`src/rtl/bist_fail_logger_if.sv`:
```
// Compare-stream inputs, log pop port and status for bist_fail_logger.
// BIST_LOG_FIRST_FAIL_EN adds the first-fail address outputs.
interface bist_fail_logger_if #(
  parameter int size   = 6,
  parameter int length = 8
);
  logic              arm;
  logic              test_active;
  logic              rd_cycle;
  logic [2:0]        phase;
  logic [size-1:0]   addr;
  logic [length-1:0] expected;
  logic [length-1:0] actual;
  // Pop handshake: an entry transfers on a rising edge where pop_valid && pop_ready;
  // pop_* hold steady while pop_valid=1 and pop_ready=0.
  logic              pop_valid;
  logic              pop_ready;
  logic [size-1:0]   pop_addr;
  logic [2:0]        pop_phase;
  logic [length-1:0] pop_syndrome;
  logic [15:0]       fail_count;
  logic              overflow;
  logic              done;
  logic [1:0]        state_dbg;
`ifdef BIST_LOG_FIRST_FAIL_EN
  logic              first_fail_valid;
  logic [size-1:0]   first_fail_addr;
`endif

  modport slave (
    input  arm, test_active, rd_cycle, phase, addr, expected, actual, pop_ready,
    output pop_valid, pop_addr, pop_phase, pop_syndrome, fail_count, overflow,
           done, state_dbg
`ifdef BIST_LOG_FIRST_FAIL_EN
    , output first_fail_valid, first_fail_addr
`endif
  );

  modport master (
    output arm, test_active, rd_cycle, phase, addr, expected, actual, pop_ready,
    input  pop_valid, pop_addr, pop_phase, pop_syndrome, fail_count, overflow,
           done, state_dbg
`ifdef BIST_LOG_FIRST_FAIL_EN
    , input first_fail_valid, first_fail_addr
`endif
  );
endinterface

```
`src/rtl/bist_fail_logger.sv`:
```
// Captures BIST compare mismatches into a FWFT FIFO and keeps fail statistics.
// Optional BIST_LOG_FIRST_FAIL_EN latches the address of the session's first mismatch.
module bist_fail_logger #(
  parameter int size   = 6,
  parameter int length = 8,
  parameter int depth  = 8
) (
  input logic clk,
  input logic rst,
  bist_fail_logger_if.slave bus
);
  localparam int AW = $clog2(depth);
  localparam int PW = AW + 1;
  localparam int EW = size + 3 + length;
  localparam logic [PW-1:0] PTR_ONE = PW'(1);

  typedef enum logic [1:0] {IDLE, ARMED, LOGGING, DONE} state_e;

  state_e          state_q, state_d;
  logic [PW-1:0]   wr_ptr_q, wr_ptr_d;
  logic [PW-1:0]   rd_ptr_q, rd_ptr_d;
  logic [15:0]     fail_cnt_q, fail_cnt_d;
  logic            ovf_q, ovf_d;
  logic [EW-1:0]   mem_q [depth];
  logic [EW-1:0]   head;
  logic            empty, full, pop, capture, push;

  assign empty   = (wr_ptr_q == rd_ptr_q);
  assign full    = (wr_ptr_q[AW] != rd_ptr_q[AW]) &&
                   (wr_ptr_q[AW-1:0] == rd_ptr_q[AW-1:0]);
  // arm flushes the log, so it overrides any pop or capture on the same edge
  assign pop     = !empty && bus.pop_ready && !bus.arm;
  assign capture = (state_q == LOGGING) && bus.test_active && bus.rd_cycle &&
                   (bus.expected != bus.actual) && !bus.arm;
  assign push    = capture && (!full || pop);

  always_comb begin
    state_d    = state_q;
    wr_ptr_d   = wr_ptr_q;
    rd_ptr_d   = rd_ptr_q;
    fail_cnt_d = fail_cnt_q;
    ovf_d      = ovf_q;
    if (bus.arm) begin
      state_d    = ARMED;
      wr_ptr_d   = '0;
      rd_ptr_d   = '0;
      fail_cnt_d = '0;
      ovf_d      = 1'b0;
    end else begin
      case (state_q)
        ARMED:   if (bus.test_active)  state_d = LOGGING;
        LOGGING: if (!bus.test_active) state_d = DONE;
        default: state_d = state_q;
      endcase
      if (push) wr_ptr_d = wr_ptr_q + PTR_ONE;
      if (pop)  rd_ptr_d = rd_ptr_q + PTR_ONE;
      if (capture && fail_cnt_q != 16'hFFFF) fail_cnt_d = fail_cnt_q + 16'd1;
      if (capture && !push) ovf_d = 1'b1;
    end
  end

  always_ff @(posedge clk or posedge rst) begin
    if (rst) begin
      state_q    <= IDLE;
      wr_ptr_q   <= '0;
      rd_ptr_q   <= '0;
      fail_cnt_q <= '0;
      ovf_q      <= 1'b0;
    end else begin
      state_q    <= state_d;
      wr_ptr_q   <= wr_ptr_d;
      rd_ptr_q   <= rd_ptr_d;
      fail_cnt_q <= fail_cnt_d;
      ovf_q      <= ovf_d;
    end
  end

  always_ff @(posedge clk) begin
    if (push) mem_q[wr_ptr_q[AW-1:0]] <= {bus.addr, bus.phase, bus.expected ^ bus.actual};
  end

  // Storage is unreset; gating the head keeps pop_* at zero whenever the log is empty.
  assign head             = empty ? '0 : mem_q[rd_ptr_q[AW-1:0]];
  assign bus.pop_valid    = !empty;
  assign bus.pop_addr     = head[EW-1 -: size];
  assign bus.pop_phase    = head[length +: 3];
  assign bus.pop_syndrome = head[length-1:0];
  assign bus.fail_count   = fail_cnt_q;
  assign bus.overflow     = ovf_q;
  assign bus.done         = (state_q == DONE);
  assign bus.state_dbg    = state_q;

`ifdef BIST_LOG_FIRST_FAIL_EN
  logic            ff_valid_q;
  logic [size-1:0] ff_addr_q;

  always_ff @(posedge clk or posedge rst) begin
    if (rst) begin
      ff_valid_q <= 1'b0;
      ff_addr_q  <= '0;
    end else if (bus.arm) begin
      ff_valid_q <= 1'b0;
      ff_addr_q  <= '0;
    end else if (capture && !ff_valid_q) begin
      ff_valid_q <= 1'b1;
      ff_addr_q  <= bus.addr;
    end
  end

  assign bus.first_fail_valid = ff_valid_q;
  assign bus.first_fail_addr  = ff_addr_q;
`endif
endmodule

```
`src/flat_wrapper.sv`:
```
// flat-port wrapper written by rule: the top's interface ports become plain ports
module bist_fail_logger_flat 
#(
  parameter int size   = 6,
  parameter int length = 8,
  parameter int depth  = 8
)
  (clk, rst, bus_arm, bus_test_active, bus_rd_cycle, bus_phase, bus_addr, bus_expected, bus_actual, bus_pop_ready, bus_pop_valid, bus_pop_addr, bus_pop_phase, bus_pop_syndrome, bus_fail_count, bus_overflow, bus_done, bus_state_dbg);
  bist_fail_logger_if #(.size(size), .length(length)) bus_i ();
  input logic clk;
  input logic rst;
  input wire logic [$bits(bus_i.arm)-1:0] bus_arm;
  input wire logic [$bits(bus_i.test_active)-1:0] bus_test_active;
  input wire logic [$bits(bus_i.rd_cycle)-1:0] bus_rd_cycle;
  input wire logic [$bits(bus_i.phase)-1:0] bus_phase;
  input wire logic [$bits(bus_i.addr)-1:0] bus_addr;
  input wire logic [$bits(bus_i.expected)-1:0] bus_expected;
  input wire logic [$bits(bus_i.actual)-1:0] bus_actual;
  input wire logic [$bits(bus_i.pop_ready)-1:0] bus_pop_ready;
  output wire logic [$bits(bus_i.pop_valid)-1:0] bus_pop_valid;
  output wire logic [$bits(bus_i.pop_addr)-1:0] bus_pop_addr;
  output wire logic [$bits(bus_i.pop_phase)-1:0] bus_pop_phase;
  output wire logic [$bits(bus_i.pop_syndrome)-1:0] bus_pop_syndrome;
  output wire logic [$bits(bus_i.fail_count)-1:0] bus_fail_count;
  output wire logic [$bits(bus_i.overflow)-1:0] bus_overflow;
  output wire logic [$bits(bus_i.done)-1:0] bus_done;
  output wire logic [$bits(bus_i.state_dbg)-1:0] bus_state_dbg;
  assign bus_i.arm = bus_arm;
  assign bus_i.test_active = bus_test_active;
  assign bus_i.rd_cycle = bus_rd_cycle;
  assign bus_i.phase = bus_phase;
  assign bus_i.addr = bus_addr;
  assign bus_i.expected = bus_expected;
  assign bus_i.actual = bus_actual;
  assign bus_i.pop_ready = bus_pop_ready;
  assign bus_pop_valid = bus_i.pop_valid;
  assign bus_pop_addr = bus_i.pop_addr;
  assign bus_pop_phase = bus_i.pop_phase;
  assign bus_pop_syndrome = bus_i.pop_syndrome;
  assign bus_fail_count = bus_i.fail_count;
  assign bus_overflow = bus_i.overflow;
  assign bus_done = bus_i.done;
  assign bus_state_dbg = bus_i.state_dbg;
  bist_fail_logger #(.size(size), .length(length), .depth(depth)) u_core (.clk(clk), .rst(rst), .bus(bus_i));
endmodule
```
`config.mk`:
```
export PLATFORM = sky130hd
export DESIGN_NAME = bist_fail_logger_flat
export DESIGN_NICKNAME = d
export VERILOG_FILES = /design/src/rtl/bist_fail_logger_if.sv /design/src/rtl/bist_fail_logger.sv /design/src/flat_wrapper.sv
export SDC_FILE = /design/constraint.sdc
export NUM_CORES = 1
export LEC_CHECK = 0
export CAP_MARGIN = 0
export CORE_MARGIN = 1.5
export CORE_UTILIZATION = 35
export CTS_BUF_LIST = sky130_fd_sc_hd__clkbuf_4 sky130_fd_sc_hd__clkbuf_8
export DETAILED_ROUTE_END_ITERATION = 8
export GPL_TIMING_DRIVEN = 0
export PLACE_DENSITY = 0.67
export SLEW_MARGIN = 20
export SYNTH_ARGS = -nofsm -noshare
export SYNTH_HDL_FRONTEND = slang
export SYNTH_SLANG_ARGS = --single-unit
```
`constraint.sdc`:
```
create_clock -name clk -period 3.25 [get_ports clk]
set_input_delay 0.65 -clock clk [delete_from_list [all_inputs] [get_ports clk]]
set_output_delay 0.65 -clock clk [all_outputs]
set_load 0.01 [all_outputs]
```
==> impl_summary.txt <==
----------------------------------------------------
[Status]
  Run status ... completed

[Drt]
  Met2 wire len ... 7.23 mm
  Average vias per placed instance ... 4.97
  DRT Wirelength ... 14.1 mm
  Met3 wire len ... 502 um
  DRT Pass-1 Iters ... 5
  Number of DRC markers in iteration 0 ... 255
  DRT antenna net count ... 0
  Wire length on met1 ... 6.16 mm
  DRC violations left ... 0
  Number of vias after detailed routing ... 3,814
  Top routing layer in use ... met4
  Drt wl/cell ... 18.3 um

[Run]
  Number of max-cap violations ... 0

[Logic synthesis]
  Net count of the mapped netlist ... 429
  Proportion of netlist area held by the largest area contributor ... 59.9%
  Synthesized area ... 6810 um^2
  Top flip-flop cell by instance count after synthesis ... sky130_fd_sc_hd__edfxtp_1
  Synth Warn # ... 0
  Number of flops mapped to enable cells by yosys ... 136
  Leading area contributor after synthesis ... sky130_fd_sc_hd__edfxtp_1
  Post-Synthesis Cells ... 395
  Asr flop ratio synth ... 16.6%
  Syn Area/Cell ... 17.2 um^2
  Library cells used by synthesis ... 44
  Largest cells by area after synthesis ... sky130_fd_sc_hd__edfxtp_1 60%, sky130_fd_sc_hd__mux4_2 11%, sky130_fd_sc_hd__dfrtp_1 9.9%, sky130_fd_sc_hd__mux2i_1 3.1%, sky130_fd_sc_hd__nor2_1 1.6%
  Sequential area share after synthesis ... 69.9%
  Yosys reg bits ... 163

[Place]
  DP HPWL ... 9.57 mm
  Placed inst area ... 8000 um^2
  Final estimated routing congestion in global placement ... 0.821
  Buffers on Ports ... 68

[Clock network]
  Maximum buffer depth of the clock tree ... 2
  Clock input transition at the sequential cells of the worst setup and hold paths ... 0.09 ns
  Deepest level of the CTS H-tree ... 4
  Clock root buffer master ... sky130_fd_sc_hd__clkbuf_8
  # hold bufs at CTS ... 0
  CTS tree ... yes
  CTS Buf Count ... 17
  Clock insertion delay at the later pin of the skew report ... 0.45 ns
  Total number of clock tree sinks ... 163

[Setup path]
  Required time of the worst setup path ... 2.60 ns
  Number of buffers and inverters on the critical path ... 4
  Gate family responsible for the most delay along the worst path ... buffers and inverters
  Startpoint of the worst register-to-register path ... u_core.bus.state_dbg[0]
  Sequence of cells on the critical path ... clkbuf_4 -> xnor2_1 -> and4_1 -> clkbuf_4 -> buf_4 -> nor2_1 -> clkdlybuf4s50_1
  Worst setup path startpoint ... u_core.rd_ptr_q[1]
  Element type at the critical path end ... output pin
  Arrival @ worst endpoint ... 2.49 ns
  CP max-delay cell ... sky130_fd_sc_hd__clkdlybuf4s50_1
  Kind of start point of the critical path ... register
  Worst-path maximum fanout ... 10
  Dominant cell type by count on the critical path ... sky130_fd_sc_hd__clkbuf_4
  Crit path largest cell delay ... 0.55 ns
  Setup CP Type ... register to output pin

[Finish]
  Layout area overhead ... 25.5%
  Layout net count ... 529
  Final core utilization ... 45.3%
  Area of all placed cells without fillers ... 8550 um^2
  Antenna Diode Count ... 0
  Most common library cell in the layout ignoring fill and taps ... sky130_fd_sc_hd__edfxtp_1
  Commonest cells after routing, fill and taps aside ... 136 x sky130_fd_sc_hd__edfxtp_1, 64 x sky130_fd_sc_hd__clkdlybuf4s50_1, 34 x sky130_fd_sc_hd__mux4_2
  Fraction of final layout cells sized beyond drive strength 1 ... 23.4%

[Timing]
  Highest clock rate ... 0.318 GHz
  Number of hold violations in the final report ... 0
  Pin slew with the least headroom to its limit ... 0.815 ns
  RSZ-0062 raised after global routing ... true
  Slew HR ... 45.1%
  Count of final setup violators ... 0
  Max-slew violation total from the final report ... 0
  Worst clock skew on the final layout ... 0.0105 ns
  Minimum clock period after layout ... 3.14 ns
  Final critical-path share of the clock period ... 96.8%

[Pwr]
  Sequential group share of total power ... 58.7%
  Comb power frac ... 4.7%
  Total internal power ... 3.06 mW
  Leakage power summed over all cells ... 2.85 nW
  Max IR drop VDD ... 0.197 mV
  Part of the total power dissipated in the clock network ... 36.6%
  Net switching power figure ... 0.828 mW
  Sw frac ... 21.3%
  Pwr/cell area ... 455 nW/um^2

[Floorplan]
  Area of the core ... 18,900 um^2
  Die area ... 20,300 um^2
  Floorplan die height ... 143 um
  Width of the chip ... 143 um
  Number of placement rows ... 50
  I/O pin count ... 69
  Initial Util ... 36.1%

[GRT]
  Total global routing overflow ... 0
  Via count of the first global-routing pass ... 3,851
  Global-route total usage across every layer ... 14.8%
  Pin count of the biggest net entering global routing ... 28
  Wire length of the first global-routing pass ... 21.9 mm
  Antenna violations before repair ... 0

[Hold path]
  Hold crit path type ... register to register
  Min-Delay Startpoint ... u_core.bus.fail_count[6]

----------------------------------------------------
[layout make-up]
| class | instances | area, um^2 |
|---|---|---|
| tap | 260 | 325 |
| sequential | 163 | 4760 |
| timing repair buffer | 81 | 833 |
| buffer | 19 | 171 |
| clock buffer | 19 | 249 |
| multi-input combinational | 209 | 2070 |
| inverter | 4 | 15.0 |
| clock inverter | 13 | 134 |
| fill | 1649 | 10300 |
[layer usage]
layer / vias to the layer above / GRT usage, %
li1: 1773 / -
met1: 1948 / 18.5
met2: 79 / 24.9
met3: 14 / 3.43
met4: 0 / 5.86
met5: - / 0
[synth_stat cells (4+ instances only)]
cell,number
sky130_fd_sc_hd__nor3_1,5
sky130_fd_sc_hd__edfxtp_1,136
sky130_fd_sc_hd__and2_1,5
sky130_fd_sc_hd__a221o_1,4
sky130_fd_sc_hd__xor2_1,10
sky130_fd_sc_hd__and3_1,4
sky130_fd_sc_hd__o31ai_1,4
sky130_fd_sc_hd__mux4_2,34
sky130_fd_sc_hd__mux2i_1,21
sky130_fd_sc_hd__a21oi_1,8
sky130_fd_sc_hd__nand4_1,7
sky130_fd_sc_hd__or4_1,4
sky130_fd_sc_hd__clkbuf_1,4
sky130_fd_sc_hd__nand2_1,13
sky130_fd_sc_hd__nand3_1,13
sky130_fd_sc_hd__nor2_1,29
sky130_fd_sc_hd__dfrtp_1,27
sky130_fd_sc_hd__o21ai_0,4
sky130_fd_sc_hd__nor4_1,7
sky130_fd_sc_hd__xnor2_1,7
sky130_fd_sc_hd__buf_2,7
[power by group through the flow]
stage	Clock [mW]	Combinational, mW	Sequential [mW]
6_report	1.42	0.182	2.28
5_1_grt	1.54	0.200	2.28
4_1_cts	1.46	0.184	2.28
3_5_place_dp	0	0.173	2.33
3_3_place_gp	0	0.166	2.33
2_1_floorplan	0	0.0741	2.33
[worst reg2reg max path: stages (launching register included)]
cell and delay [ns]:
sky130_fd_sc_hd__dfrtp_1 0.41, sky130_fd_sc_hd__nor2_1 0.10, sky130_fd_sc_hd__nand4_1 0.19, sky130_fd_sc_hd__a21oi_2 0.38, sky130_fd_sc_hd__nand2_2 0.30, sky130_fd_sc_hd__nor3_4 0.42
sky130_fd_sc_hd__buf_6 0.21, sky130_fd_sc_hd__buf_6 0.15
[worst paths after layout]
| check | to | slack [ns] | cells after the start |
|---|---|---|---|
| setup / recovery | bus_pop_syndrome[6] | 0.11 | 7 |
| hold / removal | u_core.bus.fail_count[6] | 0.52 | 1 |
| setup reg to reg | u_core.mem_q[2][11] | 0.81 | 7 |
| hold reg to reg | u_core.bus.fail_count[6] | 0.52 | 1 |
| max in group asynchronous | u_core.wr_ptr_q[1] | 2.29 | 2 |
| min in group asynchronous | u_core.bus.fail_count[14] | 0.57 | 2 |
[metrics by stage]
stage               hold slack (ns)  power (mW)  instances  setup WS (ns)  TNS (ns)
floorplan                     0.521        2.40        395        -0.0854     -4.35
global placement              0.488        2.50        723          -2.19   -226.56
detailed placement            0.495        2.50        735         -0.805    -67.17
CTS                           0.507        3.92        768        0.00885         0
global route                  0.518        4.02        768       -0.00556  -0.00556
finish                        0.515        3.89        768          0.105         0
[registers in the layout, summed over array words and instances, names as in the netlist]
signal,cells
u_core.mem_q,136
u_core.bus.fail_count,16
u_core.rd_ptr_q,4
u_core.wr_ptr_q,4
u_core.bus.state_dbg,2
u_core.bus.overflow,1
[cell families (layout without fill, tap and decap cells)]
logic type / after synthesis / count (layout) / synth area share (%)
xor gates and xnor gates: 17 / 17 / 2.19
muxes: 58 / 58 / 14.8
buffers and inverters: 23 / 136 / 1.76
and+or+nand+nor: 101 / 101 / 7.68
adders and majority gates: 3 / 3 / 0.551
DFF: 163 / 163 / 69.9
AOI/OAI and AO/OA: 30 / 30 / 3.14
[timing repair]
action                                 CTS  global route
setup endpoints to repair               82            37
pin swaps                                1             0
setup buffers                            1             0
resized for setup                       29            16
endpoints found under the hold margin    0             0
(Power assumes the default switching activity.)
